[config.mk]
export PLATFORM = sky130hd
export DESIGN_NAME = pueo_pps_sec_core
export DESIGN_NICKNAME = d
export VERILOG_FILES = /design/src/rtl/pueo_pps_sec_core.sv
export SDC_FILE = /design/constraint.sdc
export NUM_CORES = 1
export LEC_CHECK = 0
export CAP_MARGIN = 40
export CORE_UTILIZATION = 45
export CTS_BUF_LIST = sky130_fd_sc_hd__clkbuf_8
export DETAILED_ROUTE_END_ITERATION = 6
export PLACE_DENSITY = 0.69
export SYNTH_ARGS = -nofsm -noshare
export SYNTH_HDL_FRONTEND = slang
export SYNTH_SLANG_ARGS = --single-unit
[constraint.sdc]
create_clock -name sys_clk_i -period 5.92 [get_ports sys_clk_i]
set_input_delay 1.184 -clock sys_clk_i [delete_from_list [all_inputs] [get_ports sys_clk_i]]
set_output_delay 1.184 -clock sys_clk_i [all_outputs]
set_load 0.02 [all_outputs]
[src/rtl/pueo_pps_sec_core.sv]
// ============================================================================
// pueo_pps_sec_core : PPS source select (internal trimmed / external), seconds counter. Rev 1.0
// ============================================================================
`default_nettype none

module pueo_pps_sec_core #(
  parameter int unsigned NOMINAL_PERIOD = 125000000,
  parameter              SYSCLKTYPE     = "NONE"
) (
  input  logic        sys_clk_i,
  input  logic        sys_rst_i,
  input  logic        ext_pps_i,
  input  logic        en_int_pps_i,
  input  logic        use_ext_pps_i,
  input  logic [15:0] pps_holdoff_i,
  input  logic [15:0] pps_trim_i,
  input  logic        update_pps_trim_i,
  input  logic [31:0] update_sec_i,
  input  logic        load_sec_i,
  output logic [15:0] pps_trim_o,
  output logic        pps_o,
  output logic [31:0] cur_sec_o,
  output logic [31:0] last_pps_o,
  output logic [31:0] llast_pps_o
);

  localparam logic signed [31:0] NOM_M1 = $signed(NOMINAL_PERIOD - 32'd1);

  logic [2:0]         ext_sync;
  logic               use_ext;
  logic               ext_edge;
  logic [31:0]        tstamp;
  logic [31:0]        count;
  logic [31:0]        holdoff_cnt;
  logic [31:0]        pend_val;
  logic               pending;
  logic signed [31:0] trim_ext;
  logic signed [31:0] thresh;
  logic               int_tick;
  logic               ext_accept;
  logic               pps_accept;

  // Cross-domain capture flops carry the CDC tag only when a clock type is named.
  if (SYSCLKTYPE == "NONE") begin : g_sync_plain
    logic [2:0] ext_q;
    logic       mode_q;
    always_ff @(posedge sys_clk_i) begin
      if (sys_rst_i) begin
        ext_q  <= '0;
        mode_q <= 1'b0;
      end else begin
        ext_q  <= {ext_q[1:0], ext_pps_i};
        mode_q <= use_ext_pps_i;
      end
    end
    assign ext_sync = ext_q;
    assign use_ext  = mode_q;
  end else begin : g_sync_tagged
    (* CUSTOM_CC_DST = SYSCLKTYPE *) logic [1:0] ext_meta;
    (* CUSTOM_CC_DST = SYSCLKTYPE *) logic       mode_q;
    logic ext_prev;
    always_ff @(posedge sys_clk_i) begin
      if (sys_rst_i) begin
        ext_meta <= '0;
        ext_prev <= 1'b0;
        mode_q   <= 1'b0;
      end else begin
        ext_meta <= {ext_meta[0], ext_pps_i};
        ext_prev <= ext_meta[1];
        mode_q   <= use_ext_pps_i;
      end
    end
    assign ext_sync = {ext_prev, ext_meta};
    assign use_ext  = mode_q;
  end

  assign ext_edge   = ext_sync[1] & ~ext_sync[2];
  assign trim_ext   = {{16{pps_trim_o[15]}}, pps_trim_o};
  assign thresh     = NOM_M1 + trim_ext;
  // ">=" so a trim that drops the threshold below the running count fires at once.
  assign int_tick   = en_int_pps_i && ($signed(count) >= thresh);
  assign ext_accept = use_ext && ext_edge && (holdoff_cnt == 32'd0);
  assign pps_accept = use_ext ? ext_accept : int_tick;

  always_ff @(posedge sys_clk_i) begin
    if (sys_rst_i) begin
      tstamp      <= '0;
      count       <= '0;
      holdoff_cnt <= '0;
      pend_val    <= '0;
      pending     <= 1'b0;
      pps_trim_o  <= '0;
      pps_o       <= 1'b0;
      cur_sec_o   <= '0;
      last_pps_o  <= '0;
      llast_pps_o <= '0;
    end else begin
      tstamp <= tstamp + 32'd1;
      pps_o  <= pps_accept;

      if (update_pps_trim_i)
        pps_trim_o <= pps_trim_i;

      if (ext_accept || int_tick)
        count <= '0;
      else if (en_int_pps_i)
        count <= count + 32'd1;

      if (ext_accept)
        holdoff_cnt <= {pps_holdoff_i, 16'h0000};
      else if (holdoff_cnt != 32'd0)
        holdoff_cnt <= holdoff_cnt - 32'd1;

      if (load_sec_i)
        pend_val <= update_sec_i;

      if (pps_accept) begin
        last_pps_o  <= tstamp;
        llast_pps_o <= last_pps_o;
        pending     <= 1'b0;
        if (load_sec_i)
          cur_sec_o <= update_sec_i;
        else if (pending)
          cur_sec_o <= pend_val;
        else
          cur_sec_o <= cur_sec_o + 32'd1;
      end else if (load_sec_i) begin
        pending <= 1'b1;
      end
    end
  end

endmodule

`default_nettype wire

# After elaboration in Yosys (flattened, before gate mapping)
# Cells that the tools add are included.
dict set report classes {
  n_addsub 5
  magnitude_cmp 1
  mux 5
  bitwise 2
  n_reduce_logical 10
}
# op n
set op_table {}
lappend op_table {{32-bit two-way mux} 4}
lappend op_table {{32-bit by 1-bit adder with 32-bit output (second input constant)} 3}
lappend op_table {{32-bit by 29-bit >= comparator with 1-bit output} 1}
lappend op_table {{32-bit zero test} 1}
lappend op_table {{32-bit nonzero test} 1}
lappend op_table {{32-bit by 1-bit subtractor with 32-bit output (second input constant)} 1}
lappend op_table {{28-bit by 16-bit adder with 29-bit output (first input constant)} 1}
lappend op_table {{2-bit OR reduction} 3}
lappend op_table {{1-bit logical AND} 3}
lappend op_table {{2-bit nonzero test} 1}
lappend op_table {{1-bit AND} 1}
lappend op_table {{1-bit logical OR} 1}
lappend op_table {{1-bit two-way mux} 1}
lappend op_table {{1-bit NOT} 1}
dict set report word_totals {
  register_bits 246
  out_inout_bits 113
  elab_cells 36
}

# Longest topological paths before layout
dict set report depth {
  ltp_word 6
  mapped_depth 20
  mapped_depth_nobuf 17
}

# Worst setup path before layout
# Ideal clock, no wire load.
dict set report synth_timing {
  path_type {reg2reg}
  start {register pps_trim_o[2]}
  end {register cur_sec_o[12]}
  setup_ps 70
  arrival_ps 3908
  path_slack_ps 1942
  path_stages_with_launch 20
  period_less_slack_ps 3978
  path_cell_list {dfxtp_1 > nor4_1 > nand2_1 > and3_1 > or2_2 > a31oi_1 > a21boi_0 > xor2_1 > ha_1 > nand4_1 > nor3_1 > a21boi_0 > or4_1 > a21oi_2 > o21ba_1 > buf_6 > buf_6 > buf_6 > nand2_1 > a21oi_1}
}
dict set report synth_via {
  elab_chain_cells 4
}
# element line_no
set synth_lines {}
lappend synth_lines {{start, declared} 20} ;# output logic [15:0] pps_trim_o,
lappend synth_lines {{start signal, assigned} 102} ;# pps_trim_o <= pps_trim_i;
lappend synth_lines {{28-bit by 16-bit adder with 29-bit output} 79} ;# assign thresh = NOM_M1 + trim_ext;
lappend synth_lines {{32-bit by 29-bit >= comparator with 1-bit output} 81} ;# assign int_tick = en_int_pps_i && ($signed(count) >= thresh);
lappend synth_lines {{1-bit logical AND} 81}
lappend synth_lines {{1-bit two-way mux} 83} ;# assign pps_accept = use_ext ? ext_accept : int_tick;
lappend synth_lines {{end signal, assigned} 122} ;# cur_sec_o <= update_sec_i;
lappend synth_lines {{end signal, assigned} 124} ;# cur_sec_o <= pend_val;
lappend synth_lines {{end signal, assigned} 126} ;# cur_sec_o <= cur_sec_o + 32'd1;
lappend synth_lines {{end, declared} 22} ;# output logic [31:0] cur_sec_o,
# No other way between the ends.
# A chain may end at the register's enable or synchronous reset.

# Final worst setup path
dict set report layout_timing {
  start {register pps_trim_o[2]}
  end {register last_pps_o[4]}
}
dict set report layout_via {
  elab_chain_cells 4
}
# element line_no
set layout_lines {}
lappend layout_lines {{28-bit by 16-bit adder with 29-bit output} 79}
lappend layout_lines {{32-bit by 29-bit >= comparator with 1-bit output} 81}
lappend layout_lines {{1-bit logical AND} 81}
lappend layout_lines {{1-bit two-way mux} 83}
lappend layout_lines {{end signal, assigned} 118} ;# last_pps_o <= tstamp;
lappend layout_lines {{end, declared} 23} ;# output logic [31:0] last_pps_o,
# No other way between the ends.

==> reports/results.txt <==
In this run the remaining antenna-violating nets after routing total 0. Measured on the finished design, the core utilization comes to 57.5%. The total of cells resized after clock tree synthesis came out at 0. The gate count after technology mapping was 1,373; the power density of the placed cells was 308 nW/µm². During placement, the flow inserted port buffers numbering 183. TritonCTS built the clock tree. Using the TritonRoute via totals, the vias-per-cell ratio works out to 5.18. The final number of setup-violating endpoints is 0. The run gives 0 as the number of hold-slack violations in the final timing report.

Share of the synthesized area in the top cell type: 43.5%. STA classifies the critical path endpoint as a register. Total vias in the final route: 9,750. For this run, the number of Yosys warnings is 0. The tools report the count of H-tree levels built during CTS as 2.

The cell with the largest stage delay on the worst path is o21ba_4. Grouping stages by cell kind, the critical path spends the most delay in simple AND/OR/NAND/NOR gates. Of all nets on the critical path, the largest fanout is 46. The sum of buffers and inverters on the critical path is 1, and the aggregate global routing overflow is 0. The first global-routing pass estimated 44.2 mm of wire.

On the final layout, the worst hold slack is 0.449 ns. Ranked by total cell area, the synthesized netlist is headed by dfxtp_1, nand2_1, a21oi_1. The tools report the number of placement rows as 57. The run gives 25,800 µm² as the die area.

The global-route total usage across every layer is 20.5%. Synthesis instantiated 67 different standard cells from the library. The number of hold buffers added after cts was 0; the share of post-route cells with drive strength above 1 was 5.84%.

The worst setup path is launched from a register. The repair_antennas step left the layout with diodes totalling 0. The number of filler cells placed in the layout came out at 2,288. Setup repair after global routing left no endpoint under its margin.

The async set-reset flop share out of synthesis was 0%. The logs give 1,881 for the final standard cell count with taps included and fillers excluded and 106 for the pin count of the biggest net entering global routing. The share of synthesized area occupied by flip-flops and latches is 43.5%. The path class of the tightest hold or removal check is register to register.

Arrival time of the worst setup path: 5.18 ns. The tools report the number of antenna violations at the first check in global routing as 1. The worst setup path is of the register to register kind. The root buffer cell chosen for the clock tree is clkbuf_8. Dividing the detail-routed wire length by the instance count gives 14.4 µm.

The achievable clock frequency is 212 MHz, and the setup TNS is 0 ns. For the worst-skew pair, the clock arrives at the later sink with an insertion delay of 0.54 ns. The post-synthesis sequential element count came out at 246. The top flip-flop cell by instance count after synthesis was dfxtp_1.

In the routed design, unresolved DRC markers number 0. After detailed placement, the design holds a cell count of 1,807. Wires add up to 27.1 mm.

The final layout contains 1,621 nets. Buffers added to address setup during post-CTS repair amount to 0. For the required time of the critical path, the log shows 6.38 ns. The delay of the slowest cell on the worst path was 0.62 ns; the static leakage power was 0.00516 µW. The largest area contributor in the netlist is dfxtp_1. The max-capacitance violation count came out at 0. Prior to clock tree synthesis, the placed netlist has a worst setup slack of 1.23 ns. The smallest clock period supported by the final layout is computed as 4.72 ns. The die is 161 µm wide. Detailed placement finished with a half-perimeter wire length of 17.9 mm. Number of slew-limit violations in the final report: 0. Traced cell by cell, the critical path runs through nor4_1, nand2_1, and3_1, or2_2, a31oi_1, a21boi_0, xor2_1, ha_1, nand4_1, nor3_1, a21boi_0, or4_1, a21oi_2, o21ba_4, buf_12, nand2_1, a21oi_1. The total area inside the core boundary comes to 24,500 µm². The number of flops mapped to enable cells by yosys is 0. The tree built by TritonCTS fans out to 246 sinks. The detailed-routing iteration count for the pre-antenna-repair pass is 4. The clock passes through at most 3 buffers. The number of nets in the synthesized netlist is 1,467. The area growth from synthesis to layout is 24.3%. The commonest cells after synthesis are dfxtp_1, nand2_1, nor2_1, a21oi_1, xor2_1. After clock tree synthesis, the clock-pin slew on the worst setup and hold paths is 0.06 ns. Die span in y: 161 µm. The congestion estimate from routability-driven global placement came to 0.811. The number of clock buffers inserted by TritonCTS was 42. The flow ran to the end, and the final reports show no timing, DRC or antenna violations. The most instantiated library cell after synthesis is dfxtp_1. After layout, the worst path uses 79.7% of the clock period.

The initial utilization of the core area, before any placement, comes to 46.2%. IR analysis of the VDD net gives a maximum drop of 221 µV. At the pin with the least slew margin, the transition time is 0.859 ns. Across the routed clock network, the largest skew measured is 0.0234 ns. In this run the count of I/O pins placed on the die edge is 184.

The mapped netlist covers 11,300 µm². The run gives 9,012 as the via count of the first global-routing pass. For the worst-case setup margin in the final layout, the log shows 1.20 ns. The average footprint of a synthesized cell is 8.24 µm². The worst-case headroom to the max-slew limit came out at 42.7%. The detailed router finished its first iteration with 563 violations.
-- per-layer routing --
layer	share of wire (%)	vias to the layer above	global-route usage, %
met5	0.048	-	0
met4	2.5	2	7.01
met3	5.1	55	4.62
met2	46	185	33.2
met1	47	4530	26.8
li1	-	4978	-
-- cell usage in the layout, fill, tap and decap left out, drive strengths merged, types with 4 or more instances in the layout --
| cell | instances |
|---|---|
| nand3 | 44 |
| and2 | 6 |
| and4 | 7 |
| nor3 | 34 |
| nand2 | 234 |
| clkinv | 4 |
| a21oi | 151 |
| nand4 | 18 |
| a21o | 4 |
| xor2 | 60 |
| clkdlybuf4s50 | 181 |
| buf | 10 |
| or3 | 15 |
| dfxtp | 246 |
| a211oi | 15 |
| nor3b | 4 |
| ha | 23 |
| nor2b | 8 |
| o21ai | 39 |
| and3 | 27 |
| nand2b | 20 |
| nor4 | 15 |
| clkbuf | 51 |
| a31oi | 4 |
| nor2 | 171 |
| inv | 31 |
| xnor2 | 46 |
| mux2i | 45 |
| or2 | 5 |
| o211ai | 4 |
| a22o | 5 |
-- final cells by class --
type	instances	area [µm²]	area share, %
Multi-Input combinational cell	1033	5940	42.2
Sequential cell	246	4920	35.0
Timing Repair Buffer	191	1930	13.7
Clock buffer	51	702	4.99
Tap cell	324	405	2.88
Clock inverter	23	115	0.819
Inverter	13	48.8	0.347
-- worst reg2reg max path: stages, from the launching register on --
cell and delay (ns):
dfxtp_1 0.36, nor4_1 0.36, nand2_1 0.13, and3_1 0.21, or2_2 0.28, a31oi_1 0.24, a21boi_0 0.19, xor2_1 0.18
ha_1 0.30, nand4_1 0.14, nor3_1 0.09, a21boi_0 0.12, or4_1 0.55, a21oi_2 0.29, o21ba_4 0.62, buf_12 0.32
nand2_1 0.11, a21oi_1 0.14
-- logic make-up (layout without fill, tap and decap cells) --
kind of cell	after synthesis	in the layout	synth area share, %
AND/OR/NAND/NOR	617	617	25.4
buffers and inverters	94	278	4.03
adder cells (fa/ha/maj)	23	23	2.54
other	1	1	0.0332
flip-flops	246	246	43.5
AO/OA/AOI/OAI	241	241	12.3
multiplexers	45	45	3.98
XOR/XNOR	106	106	8.21
-- path summary, 6_finish.rpt --
| path | from | end | slack [ns] | cells after the start |
|---|---|---|---|---|
| worst max-delay path | pps_trim_o[2] | last_pps_o[4] | 1.20 | 17 |
| worst min-delay path | llast_pps_o[30] | llast_pps_o[30] | 0.45 | 2 |
| worst max register to register | pps_trim_o[2] | last_pps_o[4] | 1.20 | 17 |
| worst min register to register | llast_pps_o[30] | llast_pps_o[30] | 0.45 | 2 |
-- flip-flops by register name, indices dropped and copies added (netlist names) --
signal               count
pend_val                32
llast_pps_o             32
pending                  1
pps_o                    1
g_sync_plain.mode_q      1
holdoff_cnt             32
cur_sec_o               32
ext_sync                 3
last_pps_o              32
pps_trim_o              16
count                   32
tstamp                  32
-- power by group --
part	internal (µW)	total, µW	switching [µW]
Combinational	437	951	514
Clock	786	1480	694
Sequential	1780	1890	119
Total	3000	4330	1330
-- per-stage QoR --
stage	total power, µW	instance area (µm²)
after floorplan	2660	11300
after global placement	2850	13200
final	4330	14100
after CTS	4370	14100
after detailed placement	2870	13200
after global routing	4590	14100
(Power assumes the default switching activity.)
